$ cat src/rtl/muxn_arb_pkg.sv
// Shared constants for the muxn_arb registered N-channel multiplexer.
package muxn_pkg;

   typedef enum logic {
      MODE_SELECT = 1'b0,
      MODE_RR     = 1'b1
   } mode_e;

   localparam int CHANNELS_MIN = 2;
   localparam int CHANNELS_MAX = 16;

endpackage

$ cat src/rtl/muxn_arb_rr.sv
// Combinational rotate-priority arbiter: highest priority is the channel after last_grant.
module rr_arbiter #(
   parameter  int N = 4,
   localparam int W = $clog2(N)
) (
   input  logic [N-1:0] req,
   input  logic [W-1:0] last_grant,
   output logic [N-1:0] grant_oh,
   output logic [W-1:0] grant_idx,
   output logic         grant_valid
);

   logic [2*N-1:0] req2;
   logic [N-1:0]   rot;
   int unsigned    base;
   int unsigned    pos;

   always_comb begin
      grant_oh    = '0;
      grant_idx   = '0;
      grant_valid = 1'b0;
      pos         = 0;
      base        = (32'(last_grant) + 1) % N;
      // Rotate so the preferred channel lands at bit 0, then pick the lowest set bit.
      req2 = {req, req} >> base;
      rot  = req2[N-1:0];
      for (int unsigned j = 0; j < N; j++) begin
         if (rot[j] && !grant_valid) begin
            grant_valid = 1'b1;
            pos         = (base + j) % N;
         end
      end
      if (grant_valid) begin
         grant_idx      = W'(pos);
         grant_oh[pos]  = 1'b1;
      end
   end

endmodule

$ cat src/rtl/muxn_arb.sv
// N-channel registered mux with valid/ready, explicit select or round-robin.
// Round-robin mode is built only when MUXN_ARB_RR_EN is defined.
module muxn_arb
   import muxn_pkg::*;
#(
   parameter  int WIDTH    = 32,
   parameter  int CHANNELS = 4,
   localparam int SEL_W    = $clog2(CHANNELS)
) (
   input  logic                      clk,
   input  logic                      reset,
   input  logic                      mode,
   input  logic [SEL_W-1:0]          choose,
   input  logic [CHANNELS-1:0]       in_valid,
   output logic [CHANNELS-1:0]       in_ready,
   input  logic [CHANNELS*WIDTH-1:0] in_data,
   output logic                      out_valid,
   input  logic                      out_ready,
   output logic [WIDTH-1:0]          out_data,
   output logic [SEL_W-1:0]          out_chan,
   output logic                      sel_error
);

   if (CHANNELS < CHANNELS_MIN || CHANNELS > CHANNELS_MAX) begin : g_bad_channels
      $error("muxn_arb: CHANNELS out of legal range");
   end

   logic                out_valid_q, out_valid_d;
   logic [WIDTH-1:0]    out_data_q, out_data_d;
   logic [SEL_W-1:0]    out_chan_q, out_chan_d;
   logic [SEL_W-1:0]    last_grant_q, last_grant_d;
   logic                sel_error_q, sel_error_d;

   logic                load_en, grant_valid, range_ok, rr_mode, xfer;
   logic [SEL_W-1:0]    grant;
   logic [CHANNELS-1:0] grant_oh;
   logic [WIDTH-1:0]    chan_data [CHANNELS];
   logic [CHANNELS-1:0] rr_oh;
   logic [SEL_W-1:0]    rr_idx;
   logic                rr_valid;

`ifdef MUXN_ARB_RR_EN
   rr_arbiter #(.N(CHANNELS)) u_rr_arbiter (
      .req         (in_valid),
      .last_grant  (last_grant_q),
      .grant_oh    (rr_oh),
      .grant_idx   (rr_idx),
      .grant_valid (rr_valid)
   );

   always_comb rr_mode = (mode == MODE_RR);
`else
   logic unused_mode;

   always_comb begin
      unused_mode = mode;
      rr_mode     = 1'b0;
      rr_oh       = '0;
      rr_idx      = '0;
      rr_valid    = 1'b0;
   end
`endif

   if ((1 << SEL_W) == CHANNELS) begin : g_pow2
      always_comb range_ok = 1'b1;
   end else begin : g_npow2
      localparam logic [SEL_W:0] CH_LIM = (SEL_W+1)'(CHANNELS);
      always_comb range_ok = ({1'b0, choose} < CH_LIM);
   end

   always_comb begin
      for (int unsigned i = 0; i < CHANNELS; i++) begin
         chan_data[i] = in_data[i*WIDTH +: WIDTH];
      end
   end

   always_comb begin
      load_en  = !out_valid_q || out_ready;
      grant_oh = '0;
      if (rr_mode) begin
         grant       = rr_idx;
         grant_valid = rr_valid;
         grant_oh    = rr_oh;
      end else begin
         // Out-of-range choose keeps pointing at the previous winner.
         grant           = range_ok ? choose : last_grant_q;
         grant_valid     = 1'b1;
         grant_oh[grant] = 1'b1;
      end

      in_ready = (load_en && grant_valid && !reset) ? grant_oh : '0;
      xfer     = in_valid[grant] && in_ready[grant];

      out_valid_d  = out_valid_q;
      out_data_d   = out_data_q;
      out_chan_d   = out_chan_q;
      last_grant_d = last_grant_q;
      sel_error_d  = !rr_mode && !range_ok;
      if (xfer) begin
         out_valid_d  = 1'b1;
         out_data_d   = chan_data[grant];
         out_chan_d   = grant;
         last_grant_d = grant;
      end else if (load_en) begin
         out_valid_d  = 1'b0;
      end
   end

   always_ff @(posedge clk) begin
      if (reset) begin
         out_valid_q  <= 1'b0;
         out_data_q   <= '0;
         out_chan_q   <= '0;
         last_grant_q <= SEL_W'(CHANNELS - 1);
         sel_error_q  <= 1'b0;
      end else begin
         out_valid_q  <= out_valid_d;
         out_data_q   <= out_data_d;
         out_chan_q   <= out_chan_d;
         last_grant_q <= last_grant_d;
         sel_error_q  <= sel_error_d;
      end
   end

   assign out_valid = out_valid_q;
   assign out_data  = out_data_q;
   assign out_chan  = out_chan_q;
   assign sel_error = sel_error_q;

endmodule

$ cat config.mk
export PLATFORM = sky130hd
export DESIGN_NAME = muxn_arb
export DESIGN_NICKNAME = d
export VERILOG_FILES = /design/src/rtl/muxn_arb_pkg.sv /design/src/rtl/muxn_arb_rr.sv /design/src/rtl/muxn_arb.sv
export SDC_FILE = /design/constraint.sdc
export NUM_CORES = 1
export LEC_CHECK = 0
export CAP_MARGIN = 20
export CORE_ASPECT_RATIO = 0.6
export CORE_MARGIN = 2
export CORE_UTILIZATION = 35
export DETAILED_ROUTE_END_ITERATION = 6
export MAX_ROUTING_LAYER = met4
export PLACE_DENSITY = 0.89
export SYNTH_ARGS = -nofsm -noshare
export SYNTH_HDL_FRONTEND = slang
export SYNTH_SLANG_ARGS = --single-unit
$ cat constraint.sdc
create_clock -name clk -period 3.3 [get_ports clk]
set_input_delay 0.66 -clock clk [delete_from_list [all_inputs] [get_ports clk]]
set_output_delay 0.66 -clock clk [all_outputs]
set_load 0.03 [all_outputs]
# After elaboration in Yosys (flattened, before gate mapping)
# Index checks and enable logic that the tools add are counted.
[classes]
order_cmp = 3
reduce_logical = 7
muxes = 12
bitwise = 1
[ops]
columns = ["op", "n"]
rows = [
  ["$bmux W32 S2", 1],
  ["$mux W32", 2],
  ["$mux W1", 5],
  ["$bmux W1 S2", 2],
  ["$mux W4", 1],
  ["$ge A3 B3 Y1 const B", 1],
  ["$logic_and A1 B1 Y1", 3],
  ["$lt A2 B3 Y1 const B", 1],
  ["$not A2 Y3", 1],
  ["$demux W1 S2", 1],
  ["$ge A2 B1 Y1 const B", 1],
  ["$logic_not A1 Y1", 2],
  ["$reduce_bool A2 Y1", 1],
  ["$logic_or A1 B1 Y1", 1],
]
[word_totals]
input_bits = 138
register_bits = 35
elab_cells = 26
out_inout_bits = 40

# Logic depth before layout (Yosys ltp)
# Gate-level depths: netlist of the first run.
[logic_depth]
depth_word = 9
depth_mapped = 6
depth_no_buf = 3

# Least setup slack after synthesis of the first run
# No wires, ideal clock.
[synth_timing]
kind = "input -> output"
from = "in out_ready"
to = "out in_ready[2]"
cell_stages = 4
setup_slack_ns = 0.944
path_buffers = 2
t_arrival_ns = 1.696
required_time_ns = 2.640
path_cell_list = "nand2b_1 -> clkbuf_1 -> clkbuf_1 -> and4b_1"
[synth_via]
elab_chain_cells = 3
[synth_lines]
columns = ["item", "line_no", "rtl"]
rows = [
  ["start: declaration", "muxn_arb.sv:18", "input logic out_ready,"],
  ["$logic_or A1 B1 Y1", "muxn_arb.sv:78", "load_en = !out_valid_q || out_ready;"],
  ["$logic_and A1 B1 Y1", "muxn_arb.sv:91", "in_ready = (load_en && grant_valid && !reset) ? grant_oh : '0;"],
  ["$mux W4", "muxn_arb.sv:91", ""],
  ["end: declaration", "muxn_arb.sv:15", "output logic [CHANNELS-1:0] in_ready,"],
]
# No other way between the ends.

# Worst setup path in the final report of the first run
[layout_timing]
from = "in out_ready"
to = "out in_ready[1]"
# Same word-level chain as after synthesis.

==> impl_results.md, run 1 <==
* Outcome: complete, no violations
* First-pass GRT wire length at 12.3 mm
* Hold WC Path Type: reg2reg
* Unique masters post-synth at 22
* Setup bufs post-CTS at 0
* Crit path DAT at about 2.3 ns
* Gpl congestion at about 0.76
* Synth Instances at around 250
* Vias in the first global route at 2656
* Setup TNS at 0 ns
* DR pass1 iterations at 4
* Placed inst area at roughly 4300 µm²
* ANT cells at 0
* # DRC at 0
* Post-Syn Nets at between 300 and 400
* Worst-Margin Slew at just over 0.7 ns
* Clock net sink count at 35
* Grt ovf at 0
* Die area at around 8000 µm²
* Tcrit/Tclk final at 0.881
* Crit path top cell by count: buf_4
* Height of the die at between 70 and 80 µm
* Gr usage total at 0.199
* Iteration-0 DRC Markers at 174
* Final net count at between 500 and 600
* Worst setup SP type: input pin
* Max-slew violation count at 0
* Fin crit period at around 2.9 ns
* Clock Latency Late Sink at around 0.27 ns
* Max Freq at around 0.34 GHz
* CTS tree: built
* Final Hold Viols at 0
* CP max-delay cell: buf_4
* Final instance area at 4390 µm²
* Commonest non-fill, non-tap cell in the layout: clkdlybuf4s50_1
* Max VDD drop at between 0.15 and 0.2 mV
* Setup Viol. Count Final at 0
* Cell Rows at 24
* CTS resizes at 0
* Core area at slightly above 7000 µm²
* Synthesized area at around 2600 µm²
* Fin Clk Skew at 0.00193 ns
* Critical Path RT at 2.64 ns
* Sequential area share after synthesis at 0.275
* MaxCap Viol Count at 0
* Ys Warns at 0
* WL per Instance at 15.9 µm
* Crit-path cells: clkdlybuf4s50_1 -> nand2b_2 -> buf_4 -> and3_1 -> buf_4
* Critical Path Sink Type: output pin
* Cts hold-fix bufs at 0
* Routed wire length at between 7 and 8 mm
* DR vias at ~2700
* Clk pin slew, worst setup/hold paths at 0.05 ns
* DRT antenna net count at 0
* CP max stage delay at ~0.57 ns
* LEAKAGE at between 1.5 and 2 nW
* Routed vias/inst at 5.38
* Post-Syn Area per Cell at 10.3 µm²
* Initial antenna violation count at 0
* Post-synthesis register bit count at 35
* Detailed placement HPWL at a little under 6 mm
* Commonest non-fill, non-tap cells in the layout: clkdlybuf4s50_1 (170), dfxtp_1 (35), inv_1 (34), mux4_2 (33)
* Slew margin rel. at 0.526
* Largest net degree at the start of global routing at about 70
* PortBufs at around 180
* Clk buf depth at 2
* Die Width at 114 µm
* CP max FO at a little over 70
* CP Class: in2out
* I/O pin total at between 150 and 200
* CTS Root Buffer Type: clkbuf_16
* Share of cells above drive strength 1 at 0.162
* Unrepaired setup endpoints after global routing: false
* Cts bufs inserted at 5
* Initial Util at 0.356
* Power Density at 321 nW/µm²
* Design Power at between 1 and 1.5 mW
* # H-tree levels at 2
* Area grow syn2layout at 72.0%
[Yosys cell counts (all sizes together)]
library cell  number  area [µm²]
and4               1        8.76
a41o               2        20.0
mux4              33         743
buf               15         116
nor2               2        7.51
nand2              1        3.75
clkbuf            20        75.1
conb               1        3.75
nand4             32         200
inv               36         135
dfxtp             35         701
a31o              32         280
a211oi             2        25.0
and4b              1        10.0
and3               1        6.26
a21oi             33         199
mux2               1        11.3
nand2b             1        6.26
[layout make-up]
class / count / area, µm²
Clock buffer: 6 / 129
Fill cell: 578 / 2790
Inverter: 36 / 135
Multi-Input combinational cell: 143 / 1530
Sequential cell: 35 / 701
Tap cell: 91 / 114
Timing Repair Buffer: 182 / 1780
[worst max-delay path, delay by kind of cell]
kind / cells / cell delay (ns)
buf+inv: 3 / 1.18
simple gates: 2 / 0.40
[final timing paths]
path / cells past startpoint / start / slack (ns) / end
setup / recovery: 5 / out_ready / 0.39 / in_ready[1]
hold / removal: 3 / out_data[13]$_SDFFE_PP0P_ / 0.53 / out_data[13]$_SDFFE_PP0P_
setup reg to reg: 4 / out_valid$_SDFFE_PP0P_ / 1.82 / out_chan[0]$_SDFFE_PP0P_
hold reg to reg: 3 / out_data[13]$_SDFFE_PP0P_ / 0.53 / out_data[13]$_SDFFE_PP0P_
[where the power goes]
group | switching, mW | internal [mW] | leakage, nW | total (mW)
Combinational | 0.221 | 0.297 | 1.16 | 0.518
Clock | 0.154 | 0.271 | 0.0628 | 0.425
Sequential | 0.0142 | 0.453 | 0.286 | 0.467
[metal layers]
metal  global-route usage  share of wire  routed length [µm]  vias up
met4               0.0407         0.0097                  76        0
li1                     -              -                   -     1261
met2                0.362           0.51                4030      108
met3               0.0391          0.063                 491        6
met5                    -              0                   0        -
met1                0.230           0.41                3250     1276
[metrics by stage]
step,std cells,hold WS (ns),utilization,setup slack (ns)
3_5_place_dp,487,0.522,0.594,0.391
4_1_cts,493,0.530,0.612,0.391
6_report,493,0.531,0.612,0.392
5_1_grt,493,0.547,0.612,0.251
2_1_floorplan,249,0.658,-,0.944
3_3_place_gp,487,0.517,0.594,0.419
[state kept, by name, summed over array words and instances, names as in the netlist]
register	flops
out_data	32
out_chan	2
out_valid	1
[cell families (layout without fill, tap and decap cells)]
group,after synthesis,count (layout),share of synthesized area
and+or+nand+nor,39,39,0.0951
DFF,35,35,0.275
buffers and inverters,71,224,0.128
AOI/OAI and AO/OA,69,69,0.205
other,1,1,0.00147
muxes,34,34,0.296
Note: power is estimated with default switching activity, not from simulation.
==> run 2: changes to the inputs <==
--- a/config.mk
+++ b/config.mk
@@ -5,13 +5,15 @@
 export SDC_FILE = /design/constraint.sdc
 export NUM_CORES = 1
 export LEC_CHECK = 0
-export CAP_MARGIN = 20
+export CAP_MARGIN = 15
 export CORE_ASPECT_RATIO = 0.6
 export CORE_MARGIN = 2
 export CORE_UTILIZATION = 35
+export CTS_CLUSTER_DIAMETER = 80
 export DETAILED_ROUTE_END_ITERATION = 6
+export DONT_BUFFER_PORTS = 1
 export MAX_ROUTING_LAYER = met4
-export PLACE_DENSITY = 0.89
+export PLACE_DENSITY = 0.58
 export SYNTH_ARGS = -nofsm -noshare
 export SYNTH_HDL_FRONTEND = slang
 export SYNTH_SLANG_ARGS = --single-unit
==> run 2 against run 1 <==
  * Worst setup slack improved by 0.58 ns
  * Wire length fell by 17%
  * Global-route usage fell by 3.3 points
  * Total power fell by 17%
  * Core utilization fell by 24 points
  * Final area fell by 40%
  * Highest routed layer unchanged
==> impl_results.md, run 2 (synthesized netlist as in run 1, its figures left out) <==
* Outcome: complete, no violations
* Sw Pwr at 0.341 mW (-12%)
* DRT antenna net count at 0 (unchanged)
* Reg2Reg Depth at 4 (unchanged)
* Clock power share at 0.371 (+0.069)
* Design Power at 1.18 mW (-17%)
* Max Freq at 0.429 GHz (+25%)
* Core area at 7180 µm² (unchanged)
* First-pass GRT wire length at 9.98 mm (-19%)
* Number of flip-flops in the largest register at 32 (unchanged)
* Cell Rows at 24 (unchanged)
* Iteration-0 DRC Markers at 93 (-47%)
* CP Class: reg2out
* Largest net degree at the start of global routing at 56 (-22%)
* Cts hold-fix bufs at 0 (unchanged)
* Cts bufs inserted at 5 (unchanged)
* Grt ovf at 0 (unchanged)
* Critical Path Sink Type: output pin
* Worst hold slack at 0.445 ns (-0.0853 ns)
* CTS Root Buffer Type: clkbuf_16
* Placed inst area at 2510 µm² (-41%)
* Setup bufs post-CTS at 0 (unchanged)
* Fin Clk Skew at 0.00203 ns (+0.000103 ns)
* Routed vias/inst at 6.20 (+15%)
* Clock net sink count at 35 (unchanged)
* Area grow syn2layout at 3.58%
* WL per Instance at 20.7 µm (+30%)
* Unrepaired setup endpoints after global routing: false
* Routed wire length at 6.55 mm (-17%)
* Initial antenna violation count at 0 (unchanged)
* MaxCap Viol Count at 0 (unchanged)
* Gpl congestion at 0.707 (-6.7%)
* Share of cells above drive strength 1 at 0.258 (+0.0961)
* Flop pwr share at 0.449 (+0.118)
* Setup Viol. Count Final at 0 (unchanged)
* Worst-Margin Slew at 1.07 ns (+0.363 ns)
* Die area at 8010 µm² (unchanged)
* Max-slew violation count at 0 (unchanged)
* Internal at 0.836 mW (-18%)
* Fill cells at 707 (+22%)
* CTS resizes at 0 (unchanged)
* Commonest non-fill, non-tap cells in the layout: dfxtp_1 (35), inv_1 (34), mux4_2 (33), nand4_1 (32), a31o_1 (32)
* Crit path DAT at 1.67 ns (-0.58 ns)
* Initial Util at 0.356 (unchanged)
* Height of the die at 70.2 µm (unchanged)
* Die Width at 114 µm (unchanged)
* Gate power share at 0.179 (-0.188)
* Detailed placement HPWL at 4.48 mm (-23%)
* # H-tree levels at 2 (unchanged)
* CP max FO at 26 (-63%)
* DR pass1 iterations at 4 (unchanged)
* Final net count at 364 (-33%)
* DR vias at 1960 (-26%)
* Critical Path RT at 2.64 ns (about the same)
* Clk buf depth at 2 (unchanged)
* Vias in the first global route at 2021 (-24%)
* Final core occ at 0.368 (-0.243)
* Max VDD drop at 0.142 mV (-27%)
* Clock Latency Late Sink at 0.28 ns (about the same)
* Fin crit period at 2.33 ns (-0.576 ns)
* Hold WC Path Type: in2reg
* # DRC at 0 (unchanged)
* Hold Crit Depth at 1 (-2)
* I/O pin total at 178 (unchanged)
* Final Hold Viols at 0 (unchanged)
* Worst setup SP type: register
* Power Density at 445 nW/µm² (+39%)
* Gr usage total at 0.166 (-0.0333)
* Commonest non-fill, non-tap cell in the layout: dfxtp_1
* Clk pin slew, worst setup/hold paths at 0.05 ns (about the same)
* PortBufs at 0 (-100%)
* CTS tree: built
* Final instance area at 2640 µm² (-40%)
* LEAKAGE at 0.824 nW (-45%)
* Sw Ratio at 0.290 (+0.0137)
* Slew margin rel. at 0.284 (-0.242)
* Setup TNS at 0 ns (unchanged)
* Tcrit/Tclk final at 0.707 (-0.174)
* ANT cells at 0 (unchanged)
## run 2: cell count changes in the layout (fill, tap and decap cells not counted)
cell / change
clkdlybuf4s50_1: -170
buf_4: -4
buf_2: -3
## run 2: final timing paths
| kind | from | to | slack [ns] |
|---|---|---|---|
| setup / recovery | out_valid$_SDFFE_PP0P_ | in_ready[0] | 0.97 |
| hold / removal | reset | out_data[11]$_SDFFE_PP0P_ | 0.45 |
| setup reg to reg | out_valid$_SDFFE_PP0P_ | out_data[3]$_SDFFE_PP0P_ | 1.57 |
| hold reg to reg | out_data[2]$_SDFFE_PP0P_ | out_data[2]$_SDFFE_PP0P_ | 0.68 |
## run 2: metal layers
layer,vias up,routed length [µm],part of all wire,global-route usage
li1,912,-,-,-
met1,926,2570,0.39,0.184
met2,113,3120,0.48,0.275
met3,9,743,0.11,0.0608
met4,0,121,0.018,0.0623
met5,-,0,0,-
## run 2: power by group through the flow
stage,sequential (mW),clock [mW],combinational (mW)
final,0.529,0.437,0.211
after global routing,0.532,0.472,0.233
after CTS,0.530,0.454,0.213
after detailed placement,0.539,0,0.211
after global placement,0.538,0,0.210
after floorplan,0.532,0,0.224
## run 2: layout make-up
type                    instances  area [µm²]  area share
multi-input cells             143        1530       0.578
flip-flops and latches         35         701       0.265
inverters                      36         135      0.0511
clock buffers                   6         129      0.0487
well taps                      91         114      0.0431
repair buffers                  5        37.5      0.0142
## run 2: through the flow
stage	setup slack, ns	cells
final	0.967	316
after global routing	0.818	316
after CTS	0.929	316
after detailed placement	0.886	310
after global placement	0.913	310
after floorplan	0.944	249
## run 2: critical path: stages (launching register included)
cell and delay [ns]:
dfxtp_1 0.41, nand2b_2 0.45, nand2_1 0.09, nor2_1 0.44
